### config.mk
export PLATFORM = sky130hd
export DESIGN_NAME = wb_burst_ram_slave
export DESIGN_NICKNAME = d
export VERILOG_FILES = /design/src/rtl/wb_burst_ram_slave.sv
export SDC_FILE = /design/constraint.sdc
export NUM_CORES = 1
export LEC_CHECK = 0
export CAP_MARGIN = 20
export CORE_MARGIN = 1.5
export CORE_UTILIZATION = 24
export DETAILED_ROUTE_END_ITERATION = 8
export MAX_ROUTING_LAYER = met4
export PLACE_DENSITY = 0.49
export SETUP_SLACK_MARGIN = 0.02
export SYNTH_ARGS = -nofsm -noshare
export SYNTH_HDL_FRONTEND = slang
export SYNTH_SLANG_ARGS = --single-unit
### constraint.sdc
create_clock -name wb_clk -period 4.8 [get_ports wb_clk]
set_clock_uncertainty 0.15 [all_clocks]
set_input_delay 0.48 -clock wb_clk [delete_from_list [all_inputs] [get_ports wb_clk]]
set_output_delay 0.48 -clock wb_clk [all_outputs]
set_load 0.01 [all_outputs]
### src/rtl/wb_burst_ram_slave.sv
// Wishbone B3 RAM responder with CTI/BTE incremental bursts; classic ack one cycle after request.
// Bursts ack every cycle once started; stb low or cyc low ends the access, errors give one err cycle.
module wb_burst_ram_slave #(
  parameter int              AW        = 32,
  parameter int              DW        = 32,
  parameter int              DEPTH     = 16,
  parameter logic [AW-1:0]   BASE_ADDR = 32'h9000_0000
) (
  input  logic              wb_clk,
  input  logic              wb_rst,
  input  logic [AW-1:0]     wb_adr_i,
  input  logic [DW-1:0]     wb_dat_i,
  input  logic [DW/8-1:0]   wb_sel_i,
  input  logic              wb_we_i,
  input  logic              wb_cyc_i,
  input  logic              wb_stb_i,
  input  logic [2:0]        wb_cti_i,
  input  logic [1:0]        wb_bte_i,
  output logic [DW-1:0]     wb_dat_o,
  output logic              wb_ack_o,
  output logic              wb_err_o,
  output logic              wb_rty_o
);

  localparam int IW = $clog2(DEPTH);
  localparam int SW = DW / 8;

  typedef enum logic [1:0] {IDLE, CLASSIC, BURST, ERR} state_t;

  state_t          state_q, state_d;
  logic [IW-1:0]   idx_q, idx_d;
  logic [DW-1:0]   dat_q, dat_d;
  logic            ack_q, ack_d;
  logic            err_q, err_d;

  logic [DW-1:0]   mem [DEPTH];

  logic            req;
  logic            req_err;
  logic            mem_we;
  logic [IW-1:0]   req_idx;
  logic [IW-1:0]   wrap_mask;
  logic [IW-1:0]   idx_nxt;

  assign req     = wb_cyc_i & wb_stb_i;
  assign req_idx = wb_adr_i[IW+1:2];
  assign req_err = (wb_adr_i[AW-1:IW+2] != BASE_ADDR[AW-1:IW+2]) || (wb_adr_i[1:0] != 2'b00);

  // Wrapping bursts only advance the low index bits; linear advances all of them.
  always_comb begin
    wrap_mask = '1;
    case (wb_bte_i)
      2'b01:   wrap_mask = IW'(3);
      2'b10:   wrap_mask = IW'(7);
      2'b11:   wrap_mask = IW'(15);
      default: wrap_mask = '1;
    endcase
  end

  assign idx_nxt = (idx_q & ~wrap_mask) | ((idx_q + IW'(1)) & wrap_mask);

  always_comb begin
    state_d = state_q;
    idx_d   = idx_q;
    dat_d   = dat_q;
    ack_d   = 1'b0;
    err_d   = 1'b0;
    mem_we  = 1'b0;
    case (state_q)
      IDLE: begin
        if (req) begin
          idx_d = req_idx;
          dat_d = mem[req_idx];
          if (req_err) begin
            state_d = ERR;
            err_d   = 1'b1;
          end else if (wb_cti_i == 3'b010) begin
            state_d = BURST;
            ack_d   = 1'b1;
          end else begin
            state_d = CLASSIC;
            ack_d   = 1'b1;
          end
        end
      end
      CLASSIC: begin
        mem_we  = req & wb_we_i;
        state_d = IDLE;
      end
      BURST: begin
        // ack is always high here, so any cycle with cyc&stb completes a beat.
        if (req) begin
          mem_we = wb_we_i;
          idx_d  = idx_nxt;
          dat_d  = mem[idx_nxt];
          if (wb_cti_i == 3'b111) begin
            state_d = IDLE;
          end else begin
            ack_d = 1'b1;
          end
        end else begin
          state_d = IDLE;
        end
      end
      ERR: begin
        state_d = IDLE;
      end
      default: begin
        state_d = IDLE;
      end
    endcase
  end

  always_ff @(posedge wb_clk or negedge wb_rst) begin
    if (!wb_rst) begin
      state_q <= IDLE;
      idx_q   <= '0;
      dat_q   <= '0;
      ack_q   <= 1'b0;
      err_q   <= 1'b0;
    end else begin
      state_q <= state_d;
      idx_q   <= idx_d;
      dat_q   <= dat_d;
      ack_q   <= ack_d;
      err_q   <= err_d;
    end
  end

  // Storage is deliberately not reset; a beat in flight while reset is low is dropped.
  always_ff @(posedge wb_clk) begin
    if (mem_we && wb_rst) begin
      for (int b = 0; b < SW; b++) begin
        if (wb_sel_i[b]) begin
          mem[idx_q][b*8 +: 8] <= wb_dat_i[b*8 +: 8];
        end
      end
    end
  end

  assign wb_dat_o = dat_q;
  assign wb_ack_o = ack_q;
  assign wb_err_o = err_q;
  assign wb_rty_o = 1'b0;

endmodule

==> results.md, run 1 <==
* Htree depth at 2
* Initial DRC Count at 1368
* Number of I/O port buffers at 111
* Most used cell, CP: sky130_fd_sc_hd__nor2_1
* Final Max Slew Viols at 0
* Clock tree from TritonCTS: yes
* Worst path setup slack after routing at 1500 ps
* Per-cell routed wire length at 26.9 um
* Fraction of final layout cells with drive strength greater than 1 at 28.8%
* Stage delay of the slowest cell on the critical path at 1000 ps
* Routed Wire Length at 77.0 mm
* Register area share after synthesis at 64.8%
* Number of global-route vias before repair at 14900
* Global-route wire length before repair at 111 mm
* Starting utilization of the core area at 24.3%
* Tot GR Track Use at 14.7%
* Clock sinks at 552
* Area added between synthesis and finish at 19.0%
* Area of all placed cells without fillers at 0.0301 mm2
* Unrepaired setup endpoints after global routing: false
* Initial antenna violation count at 4
* Number of vias in the routed layout at 14000
* Distinct cell type count after synthesis at 39
* Worst Setup End Kind: flop
* Total congestion overflow after global routing at 0
* Share of synthesized cell area in full adder, half adder and majority cells at 0.346%
* Kind of start point of the critical path: flop
* Number of placed I/O pins at 113
* Overall die area at 0.107 mm2
* Count of standard-cell rows at 118
* Startpoint of the most critical setup path: state_q[1]
* Maximum number of pins on one net before global-route repair at 58
* Synthesized netlist cell count at 1293
* Final count of hold timing violations at 0
* Critical path type: reg2reg
* Area share of xor/xnor cells in the synthesized design at 0.0693%
* Share of the synthesized area in compound gates (AO/OA/AOI/OAI) at 4.72%
* Netlist area before placement at 0.0253 mm2
* Placement Cell Area at 0.0281 mm2
* Final TNS setup at 0 ps
* Clock-pin slew on the worst setup and hold paths at 60 ps
* Startpoint of the tightest hold check path: wb_adr_i[4]
* Final standard cell utilization of the core at 28.9%
* Area contributors post-synth: sky130_fd_sc_hd__edfxtp_1, sky130_fd_sc_hd__mux4_2, sky130_fd_sc_hd__dfrtp_1
* Fraction of synthesized area in multiplexers at 25.5%
* FMAX at 303 MHz
* Remaining antenna violation count after routing at 0
* Final Wtd Congestion at 0.803
* Cell-by-cell listing of the critical path: inv_1, ha_1, nand3_1, nor2_1, nand2_1, nor2_1
* Endpoint required time on the critical path at 4880 ps
* Max capacitance violation total at 0
* Post-Synth Simple-Gate Area at 2.17%
* Slowest-stage cell, CP: sky130_fd_sc_hd__nor2_1
* Insertion delay to the later sink of the worst-skew pair at 620 ps
* Worst hold-check path type: in2reg
* Estimated wirelength of the detail-placed design at 48.8 mm
* Result of the run: completed
* Placement-stage worst setup slack at 1130 ps
* Largest family of logic cells by synthesized area: multiplexers
* Total area of sequential cells at 0.0164 mm2
* Synthesis-stage register bit count at 552
* Proportion of netlist area held by the largest area contributor at 60.8%
* Worst hold slack at 352 ps
* Pwr Density at 502 mW/mm2
* Total CTS buffers at 60
* Die height at 328 um
* Leak Pwr at 0.00926 uW
* Max Fanout on Critical Path at 16
* Worst slew margin relative to its limit at 23.9%
* DRT Pass-1 Iters at 5
* Post-synthesis area per instance at 19.6 um2
* Total DRC errors in the routed layout at 0
* Maximum ir drop on the vdd rail at 0.000340 V
* Cell taking the most area after synthesis: sky130_fd_sc_hd__edfxtp_1
* Clock Path Buffers at 3
* Arrival time of the worst setup path at 3380 ps
* Total nets after synthesis at 1378
* Reg-to-reg critical path startpoint: state_q[1]
* Die Wd at 328 um
* Count of nets after finishing at 1510
* Final-layout fill cell count at 10200
* Area occupied by multi-input gates at 0.00834 mm2
* Final-report setup violation count at 0
* Fraction of the cycle the final worst path needs at 68.8%
* Floorplan core area at 0.104 mm2
* Root cell of the clock tree: sky130_fd_sc_hd__clkbuf_16
* Via/cell ratio at 4.91
* Number of synthesis warnings at 0
* Pin slew with the least headroom to its limit at 1140 ps
* Min Tclk post-route at 3300 ps
-- synthesized netlist by cell type --
library cell               count
sky130_fd_sc_hd__edfxtp_1    512
sky130_fd_sc_hd__mux4_2      256
sky130_fd_sc_hd__nor2_1       72
sky130_fd_sc_hd__mux2i_1      64
sky130_fd_sc_hd__o22ai_1      64
sky130_fd_sc_hd__dfrtp_1      40
sky130_fd_sc_hd__clkbuf_1     36
sky130_fd_sc_hd__o21ai_0      33
sky130_fd_sc_hd__a221oi_1     31
sky130_fd_sc_hd__a22o_1       31
sky130_fd_sc_hd__buf_2        30
sky130_fd_sc_hd__nand2_1      22
sky130_fd_sc_hd__buf_6        15
sky130_fd_sc_hd__buf_1        12
sky130_fd_sc_hd__buf_4        12
sky130_fd_sc_hd__ha_1          7
sky130_fd_sc_hd__nand3_1       7
sky130_fd_sc_hd__nor4_1        6
sky130_fd_sc_hd__a21oi_1       5
sky130_fd_sc_hd__inv_1         5
sky130_fd_sc_hd__nand2b_1      4
sky130_fd_sc_hd__mux2_2        3
sky130_fd_sc_hd__nor2b_1       3
sky130_fd_sc_hd__nor3b_1       3
sky130_fd_sc_hd__a32o_1        2
sky130_fd_sc_hd__and2_1        2
sky130_fd_sc_hd__nand4_1       2
sky130_fd_sc_hd__nor3_1        2
sky130_fd_sc_hd__o21ai_1       2
sky130_fd_sc_hd__a221oi_2      1
sky130_fd_sc_hd__a31oi_1       1
sky130_fd_sc_hd__and3_1        1
sky130_fd_sc_hd__clkinv_1      1
sky130_fd_sc_hd__conb_1        1
sky130_fd_sc_hd__nor4bb_1      1
sky130_fd_sc_hd__o311ai_0      1
sky130_fd_sc_hd__or2_1         1
sky130_fd_sc_hd__xnor2_1       1
sky130_fd_sc_hd__xor2_1        1
-- critical path: cells and delay by family (launching register included) --
family                     cells  cell delay, ps
DFF                            1             370
adders and majority gates      1             340
and+or+nand+nor                4            1990
buffers and inverters          1              70
-- per-stage QoR --
step	instances	total power (uW)
finish	2859	15100
global route	2859	15700
CTS	2853	15300
detailed placement	2740	10700
global placement	2739	10700
floorplan	1293	9030
-- layer usage --
| layer | vias to the layer above | share of wire, % | wire length [um] | GRT usage, % |
|---|---|---|---|---|
| met4 | 0 | 2.0 | 1530 | 3.37 |
| met1 | 7606 | 43 | 32900 | 19.1 |
| met2 | 477 | 49 | 37800 | 23.7 |
| met3 | 101 | 6.2 | 4810 | 2.79 |
| li1 | 5855 | - | - | - |
| met5 | - | 0 | 0 | - |
-- flip-flops by register name, indices dropped and copies added, names as in the netlist --
signal	count
idx_q	4
mem	512
state_q	2
wb_ack_o	1
wb_dat_o	32
wb_err_o	1
-- area by class of cell --
| type | instances | area share, % |
|---|---|---|
| Sequential cell | 552 | 54.5 |
| Antenna cell | 4 | 0.0333 |
| Timing Repair Buffer | 175 | 5.52 |
| Inverter | 6 | 0.0749 |
| Multi-Input combinational cell | 630 | 27.7 |
| Clock buffer | 82 | 5.50 |
| Tap cell | 1380 | 5.74 |
| Clock inverter | 30 | 0.928 |
-- path summary, 6_finish.rpt --
path,endpoint,slack [ps],cells after the start
max,mem[3][4],1500,6
min,idx_q[2],350,4
max reg2reg,mem[3][4],1500,6
min reg2reg,wb_dat_o[8],370,1
max in group asynchronous,idx_q[0],3320,3
min in group asynchronous,state_q[1],540,3
-- where the power goes --
part / switching, uW / internal [uW]
Clock: 1900 / 2670
Combinational: 2590 / 2300
Sequential: 225 / 5430
Total: 4710 / 10400
-- cell families after synthesis --
logic type | count (synthesis)
DFF | 552
muxes | 323
AOI/OAI and AO/OA | 171
and+or+nand+nor | 126
buffers and inverters | 111
adders and majority gates | 7
xor gates and xnor gates | 2
other | 1
-- repair_timing --
item	4_1_cts	5_1_grt
gates resized for setup	0	0
endpoints found under the hold margin	7	0
hold buffers	1	0
buffers inserted	0	0
-- cell usage in the layout (no fill, tap or decap), types with 2 or more instances in the layout --
cell type / netlist / final
sky130_fd_sc_hd__clkbuf_1: 36 / 16
sky130_fd_sc_hd__o22ai_1: 64 / 64
sky130_fd_sc_hd__a22o_1: 31 / 31
sky130_fd_sc_hd__mux2_2: 3 / 3
sky130_fd_sc_hd__nor3b_1: 3 / 3
sky130_fd_sc_hd__inv_1: 5 / 5
sky130_fd_sc_hd__buf_6: 15 / 2
sky130_fd_sc_hd__clkinv_1: 1 / 9
sky130_fd_sc_hd__nor2_1: 72 / 71
sky130_fd_sc_hd__nand2b_2: 0 / 2
sky130_fd_sc_hd__o21ai_0: 33 / 33
sky130_fd_sc_hd__a221oi_1: 31 / 31
sky130_fd_sc_hd__clkinvlp_4: 0 / 6
sky130_fd_sc_hd__nand2b_1: 4 / 2
sky130_fd_sc_hd__dfrtp_1: 40 / 39
sky130_fd_sc_hd__clkdlybuf4s50_1: 0 / 107
sky130_fd_sc_hd__nand4_1: 2 / 2
sky130_fd_sc_hd__nor2b_1: 3 / 3
sky130_fd_sc_hd__edfxtp_1: 512 / 512
sky130_fd_sc_hd__ha_1: 7 / 6
sky130_fd_sc_hd__bufinv_16: 0 / 5
sky130_fd_sc_hd__a21oi_1: 5 / 5
sky130_fd_sc_hd__a32o_1: 2 / 2
sky130_fd_sc_hd__mux4_2: 256 / 256
sky130_fd_sc_hd__nand3_1: 7 / 7
sky130_fd_sc_hd__nand2_1: 22 / 21
sky130_fd_sc_hd__clkinv_2: 0 / 10
sky130_fd_sc_hd__diode_2: 0 / 4
sky130_fd_sc_hd__clkbuf_8: 0 / 5
sky130_fd_sc_hd__buf_12: 0 / 4
sky130_fd_sc_hd__clkbuf_16: 0 / 61
sky130_fd_sc_hd__nor3_1: 2 / 2
sky130_fd_sc_hd__nor4_1: 6 / 6
sky130_fd_sc_hd__buf_4: 12 / 59
sky130_fd_sc_hd__mux2i_1: 64 / 64
(Power assumes the default switching activity.)
==> run 2, diff against run 1 <==
==> constraint.sdc (replaced) <==
create_clock -name wb_clk -period 3.4 [get_ports wb_clk]
set_clock_uncertainty 0.15 [all_clocks]
set_input_delay 0.34 -clock wb_clk [delete_from_list [all_inputs] [get_ports wb_clk]]
set_output_delay 0.34 -clock wb_clk [all_outputs]
set_load 0.01 [all_outputs]
==> run 2 against run 1 <==
  * Power grew 41%
  * Fmax grew 23%
  * Cell area rose by 1.4%
  * Sequential power is 41% higher
  * Largest power group unchanged
  * First-iteration DRC count fell by 6.5%
  * Clock-buffer cell count did not move
  * Utilization rose by 0.39 points
  * Via count is 0.11% higher
  * Cell count grew 1.4%
  * Non-clock buffer count up 39
  * Highest routed layer unchanged
==> results.md, run 2 (synthesis gave the netlist of run 1 again) <==
* Clock-pin slew on the worst setup and hold paths at 60 ps (about the same)
* Final-report setup violation count at 0 (unchanged)
* Remaining antenna violation count after routing at 0 (unchanged)
* Clock sinks at 552 (unchanged)
* Final standard cell utilization of the core at 29.3% (+0.39 points)
* Post-CTS setup-driven buffer insertion count at 0 (unchanged)
* Floorplan core area at 0.104 mm2 (unchanged)
* Total congestion overflow after global routing at 0 (unchanged)
* Routed Wire Length at 74.8 mm (-2.9%)
* Arrival time of the worst setup path at 3040 ps (-340 ps)
* Insertion delay to the later sink of the worst-skew pair at 610 ps (about the same)
* FMAX at 371 MHz (+23%)
* Count of nets after finishing at 1549 (+2.6%)
* Pin slew with the least headroom to its limit at 874 ps (-268 ps)
* Worst hold-check path type: in2reg
* Cells resized by post-CTS repair at 0 (unchanged)
* Result of the run: completed
* Total CTS buffers at 60 (unchanged)
* Number of I/O port buffers at 111 (unchanged)
* Root cell of the clock tree: sky130_fd_sc_hd__clkbuf_16
* Maximum number of pins on one net before global-route repair at 66 (+14%)
* Worst slew margin relative to its limit at 41.5% (+18 points)
* Register ranked first by flip-flop count: mem
* Initial antenna violation count at 5 (+1)
* Die Wd at 328 um (unchanged)
* DRT Pass-1 Iters at 5 (unchanged)
* Initial DRC Count at 1279 (-6.5%)
* Clock Path Buffers at 3 (unchanged)
* Number of flip-flops under the largest register name at 512 (unchanged)
* Area added between synthesis and finish at 20.6%
* Final Max Slew Viols at 0 (unchanged)
* Count of standard-cell rows at 118 (unchanged)
* Hold bufs inserted after CTS at 1 (unchanged)
* Overall die area at 0.107 mm2 (unchanged)
* Leak Pwr at 0.00952 uW (+2.9%)
* Pwr Density at 700 mW/mm2 (+39%)
* Startpoint of the most critical setup path: idx_q[0]
* Max Fanout on Critical Path at 38 (+22)
* Worst hold slack at 157 ps (-195 ps)
* Tot GR Track Use at 14.3% (-0.38 points)
* Unrepaired setup endpoints after global routing: false
* Per-cell routed wire length at 25.8 um (-4.2%)
* Number of placed I/O pins at 113 (unchanged)
* Commonest cells after routing, fill and taps aside: sky130_fd_sc_hd__edfxtp_1, sky130_fd_sc_hd__mux4_2, sky130_fd_sc_hd__clkdlybuf4s50_1, sky130_fd_sc_hd__buf_4, sky130_fd_sc_hd__nor2_1
* Die height at 328 um (unchanged)
* Estimated wirelength of the detail-placed design at 47.0 mm (-3.7%)
* Global-route wire length before repair at 109 mm (-1.9%)
* Total DRC errors in the routed layout at 0 (unchanged)
* Max capacitance violation total at 0 (unchanged)
* Starting utilization of the core area at 24.3% (unchanged)
* Final count of hold timing violations at 0 (unchanged)
* Fraction of the cycle the final worst path needs at 79.3% (+10 points)
* Final TNS setup at 0 ps (unchanged)
* Via/cell ratio at 4.85 (-1.3%)
* Startpoint of the tightest hold check path: wb_adr_i[4]
* Htree depth at 2 (unchanged)
* Worst Setup End Kind: flop
* Maximum ir drop on the vdd rail at 0.000438 V (+29%)
* Fraction of final layout cells with drive strength greater than 1 at 31.1% (+2.3 points)
* Endpoint required time on the critical path at 3750 ps (-1130 ps)
* Commonest non-fill, non-tap cell in the layout: sky130_fd_sc_hd__edfxtp_1
* Reg-to-reg critical path startpoint: idx_q[0]
* Clock tree from TritonCTS: yes
* Number of global-route vias before repair at 15500 (+3.8%)
* Min Tclk post-route at 2690 ps (-609 ps)
* Kind of start point of the critical path: flop
* Critical path type: reg2reg
* Number of vias in the routed layout at 14100 (+0.11%)
* Final Wtd Congestion at 0.782 (-2.5%)
run 2: changes by cell type in the layout (fill, tap and decap cells not counted), sizes merged:
| cell | delta |
|---|---|
| diode | +1 |
| clkinv | -1 |
| buf | +39 |
| inv | +1 |
run 2: final timing paths:
kind	to	slack [ps]	depth (start not counted)
worst max register to register	wb_dat_o[5]	710	7
max in group asynchronous	idx_q[0]	2160	3
worst min register to register	wb_dat_o[23]	370	1
worst min-delay path	idx_q[2]	160	4
worst max-delay path	wb_dat_o[5]	710	7
min in group asynchronous	state_q[0]	320	3
run 2: critical path: stages (launching register included):
cell	delay, ps
sky130_fd_sc_hd__dfrtp_4	480
sky130_fd_sc_hd__inv_1	100
sky130_fd_sc_hd__ha_4	490
sky130_fd_sc_hd__buf_12	310
sky130_fd_sc_hd__mux4_2	540
sky130_fd_sc_hd__mux2i_1	140
sky130_fd_sc_hd__a221oi_1	90
sky130_fd_sc_hd__a22o_1	250
run 2: through the flow:
step / instance area (um2) / instances / worst slack [ps] / power [uW]
3_3_place_gp: 28500 / 2781 / 468 / 15000
2_1_floorplan: 25300 / 1293 / 775 / 12700
6_report: 30500 / 2899 / 705 / 21300
5_1_grt: 30500 / 2899 / 547 / 22200
4_1_cts: 30500 / 2894 / 683 / 21600
3_5_place_dp: 28500 / 2781 / 518 / 15000
run 2: power by group:
| group | total, uW | internal (uW) | leakage (uW) | switching [uW] |
|---|---|---|---|---|
| sequential | 7990 | 7670 | 0.00509 | 320 |
| clock | 6560 | 3850 | 0.000963 | 2700 |
| combinational | 6770 | 3330 | 0.00347 | 3440 |
run 2: cell type report:
type / count / area (um2)
sequential: 552 / 16400
fill: 10200 / 73500
clock inverter: 30 / 290
antenna: 5 / 12.5
timing repair buffer: 214 / 2020
clock buffer: 82 / 1700
multi-input combinational: 630 / 8340
inverter: 6 / 22.5
tap: 1380 / 1730
run 2: metal layers:
layer | track usage [%] | part of all wire (%) | vias up
met3 | 2.65 | 6.0 | 116
met1 | 17.5 | 41 | 7567
met5 | - | 0 | -
met4 | 4.38 | 2.7 | 0
li1 | - | - | 5918
met2 | 23.9 | 50 | 453
==> run 3, diff against run 2 <==
--- a/config.mk
+++ b/config.mk
@@ -10,7 +10,7 @@
 export CORE_UTILIZATION = 24
 export DETAILED_ROUTE_END_ITERATION = 8
 export MAX_ROUTING_LAYER = met4
-export PLACE_DENSITY = 0.49
+export PLACE_DENSITY = 0.5
 export SETUP_SLACK_MARGIN = 0.02
 export SYNTH_ARGS = -nofsm -noshare
 export SYNTH_HDL_FRONTEND = slang
==> constraint.sdc (replaced) <==
create_clock -name wb_clk -period 2.4 [get_ports wb_clk]
set_clock_uncertainty 0.15 [all_clocks]
set_input_delay 0.24 -clock wb_clk [delete_from_list [all_inputs] [get_ports wb_clk]]
set_output_delay 0.24 -clock wb_clk [all_outputs]
set_load 0.01 [all_outputs]
==> run 3 against run 2 <==
  * Power rose by 56%
  * Utilization increased by 1.8 points
  * Die area unchanged
  * Wire length is 3.7% higher
  * Non-clock buffer count up 75
  * Worst setup slack worse by 670 ps
  * Via count is 3.4% higher
  * Fmax is 14% higher
  * Largest power group is now combinational cells
  * Cell area increased by 6.1%
==> results.md, run 3 (synthesis gave the netlist of run 1 again) <==
* Result of the run: completed
* Floorplan core area at 0.104 mm2 (unchanged)
* Number of flip-flops under the largest register name at 512 (unchanged)
* Final count of hold timing violations at 0 (unchanged)
* FMAX at 424 MHz (+14%)
* Arrival time of the worst setup path at 2720 ps (-320 ps)
* Overall die area at 0.107 mm2 (unchanged)
* Number of placed I/O pins at 113 (unchanged)
* Clock sinks at 552 (unchanged)
* Count of standard-cell rows at 118 (unchanged)
* Most crowded layer after global routing: met2
* Register-to-register path setup slack at 40 ps (-670 ps)
* Estimated wirelength of the detail-placed design at 49.3 mm (+4.8%)
* Commonest cells after routing, fill and taps aside: sky130_fd_sc_hd__edfxtp_1, sky130_fd_sc_hd__mux4_2, sky130_fd_sc_hd__clkdlybuf4s50_1, sky130_fd_sc_hd__buf_4, sky130_fd_sc_hd__clkbuf_16
* Tot GR Track Use at 14.5% (+0.19 points)
* Final-layout fill cell count at 10000 (-1.5%)
* Number of I/O port buffers at 111 (unchanged)
* Clock tree from TritonCTS: yes
* Worst slew margin relative to its limit at 46.7% (+5.2 points)
* Remaining antenna violation count after routing at 0 (unchanged)
* Cell-by-cell listing of the critical path: buf_4, ha_4, nand2b_4, xnor2_4, buf_8, buf_12, buf_12, mux2i_1, a221oi_2, a22o_1
* Clock-pin slew on the worst setup and hold paths at 60 ps (about the same)
* Commonest non-fill, non-tap cell in the layout: sky130_fd_sc_hd__edfxtp_1
* Insertion delay to the later sink of the worst-skew pair at 620 ps (about the same)
* Pin slew with the least headroom to its limit at 799 ps (-74.7 ps)
* Pwr Density at 1030 mW/mm2 (+47%)
* Most used cell, CP: sky130_fd_sc_hd__buf_12
* Path depth of the worst reg2reg path at 10 (+3)
* Met3 usage in global routing at 2.83% (+0.19 points)
* Final TNS setup at 0 ps (unchanged)
* Register ranked first by flip-flop count: mem
* Initial DRC Count at 1290 (+0.86%)
* Total CTS buffers at 61 (+1.7%)
* Worst Hold Depth at 4 (unchanged)
* Maximum ir drop on the vdd rail at 0.000767 V (+75%)
* Fraction of the cycle the final worst path needs at 98.4% (+19 points)
* Fraction of final layout cells with drive strength greater than 1 at 35.4% (+4.3 points)
* Number of vias in the routed layout at 14500 (+3.4%)
* Kind of start point of the critical path: flop
* Number of global-route vias before repair at 15500 (+0.61%)
* Htree depth at 2 (unchanged)
* Die height at 328 um (unchanged)
* Reg-to-reg critical path startpoint: idx_q[0]
* Root cell of the clock tree: sky130_fd_sc_hd__clkbuf_16
* Area added between synthesis and finish at 27.9%
* Worst-case hold path end point: idx_q[0]
* Slowest-stage cell, CP: sky130_fd_sc_hd__dfrtp_4
* DRT Pass-1 Iters at 5 (unchanged)
* Per-cell routed wire length at 26.1 um (+1.0%)
* Unrepaired setup endpoints after global routing: true
* Starting utilization of the core area at 24.3% (unchanged)
* Global-route wire length before repair at 111 mm (+1.9%)
* Worst hold-check path type: in2reg
* Initial antenna violation count at 2 (-3)
* Maximum number of pins on one net before global-route repair at 70 (+6.1%)
* Routed Wire Length at 77.5 mm (+3.7%)
* Total DRC errors in the routed layout at 0 (unchanged)
* Final Wtd Congestion at 0.778 (-0.59%)
* Clock Path Buffers at 3 (unchanged)
* Leak Pwr at 0.0103 uW (+7.9%)
* Final Max Slew Viols at 0 (unchanged)
* Power consumption at 33300 uW (+56%)
* Die Wd at 328 um (unchanged)
* Reg-to-reg endpoint: wb_dat_o[24]
* Critical path type: reg2reg
* Stage delay of the slowest cell on the critical path at 530 ps (about the same)
* Worst Setup End Kind: flop
* Count of nets after finishing at 1625 (+4.9%)
* Endpoint required time on the critical path at 2760 ps (-990 ps)
* Max Fanout on Critical Path at 7 (-82%)
* Final-report setup violation count at 0 (unchanged)
* Final standard cell utilization of the core at 31.1% (+1.8 points)
* Max capacitance violation total at 0 (unchanged)
* Via/cell ratio at 4.88 (+0.74%)
* Critical path buffers and inverters at 4 (+2)
* Total congestion overflow after global routing at 0 (unchanged)
* Met1 capacity usage during global routing at 18.0% (+0.47 points)
* Met2 layer usage reported by global route at 24.3% (+0.46 points)
* Startpoint of the tightest hold check path: wb_adr_i[2]
* Min Tclk post-route at 2360 ps (-334 ps)
* Largest delay contributor family on the critical path: buffers and inverters
-- run 3: routing by layer --
layer	routed length, um	vias to the layer above	part of all wire (%)
met1	32100	7881	41
li1	-	6083	-
met5	0	-	0
met3	4620	121	6.0
met4	1790	0	2.3
met2	39000	444	50
-- run 3: power breakdown --
part / switching (uW) / leakage, uW / total [uW] / internal [uW]
Combinational: 5750 / 0.00420 / 12500 / 6800
Sequential: 442 / 0.00509 / 11300 / 10900
Clock: 3830 / 0.000984 / 9430 / 5590
Total: 10000 / 0.0103 / 33300 / 23300
-- run 3: area by class of cell --
class	count	area, um2	share of cell area, %
clock inverters	31	313	0.968
clock buffers	85	1710	5.29
multi-input cells	630	8490	26.3
flip-flops and latches	552	16400	50.7
repair buffers	289	3680	11.4
inverters	6	25.0	0.0774
well taps	1380	1730	5.34
diodes	2	5.00	0.0155
-- run 3: metrics by stage --
stage | std cells | setup WS (ps) | cell area [um2] | hold WS (ps)
2_1_floorplan | 1293 | 27.7 | 25400 | -206
3_3_place_gp | 2815 | -194 | 29500 | 357
3_5_place_dp | 2815 | -222 | 29500 | 358
4_1_cts | 2932 | 8.51 | 31600 | 82.1
5_1_grt | 2975 | -27.6 | 32300 | 127
6_report | 2975 | 39.1 | 32300 | 120
-- run 3: worst max path at each step --
stage / startpoint / endpoint / slack, ps / depth (start not counted)
floorplan: idx_q[0] / wb_dat_o[16] / 30 / 11
global placement: wb_bte_i[1] / wb_dat_o[5] / -190 / 9
detailed placement: wb_bte_i[1] / wb_dat_o[1] / -220 / 9
CTS: idx_q[0] / wb_dat_o[31] / 9 / 6
global route: idx_q[0] / wb_dat_o[24] / -30 / 10
finish: idx_q[0] / wb_dat_o[24] / 40 / 10
-- run 3: what timing repair did --
item                                    CTS  global route
pin swaps                                 5            23
endpoints found under the setup margin   16            28
buffers inserted                          0            32
cloned                                    0            11
hold buffers                              1             0
hold endpoints to repair                 40             0
gates resized for setup                   7            47
-- run 3: worst reg2reg max path, stage by stage, from the launching register on --
cell                       delay (ps)
sky130_fd_sc_hd__dfrtp_4          530
sky130_fd_sc_hd__buf_4            180
sky130_fd_sc_hd__ha_4             180
sky130_fd_sc_hd__nand2b_4          90
sky130_fd_sc_hd__xnor2_4          130
sky130_fd_sc_hd__buf_8            140
sky130_fd_sc_hd__buf_12           130
sky130_fd_sc_hd__buf_12           160
sky130_fd_sc_hd__mux2i_1          250
sky130_fd_sc_hd__a221oi_2          90
sky130_fd_sc_hd__a22o_1           220
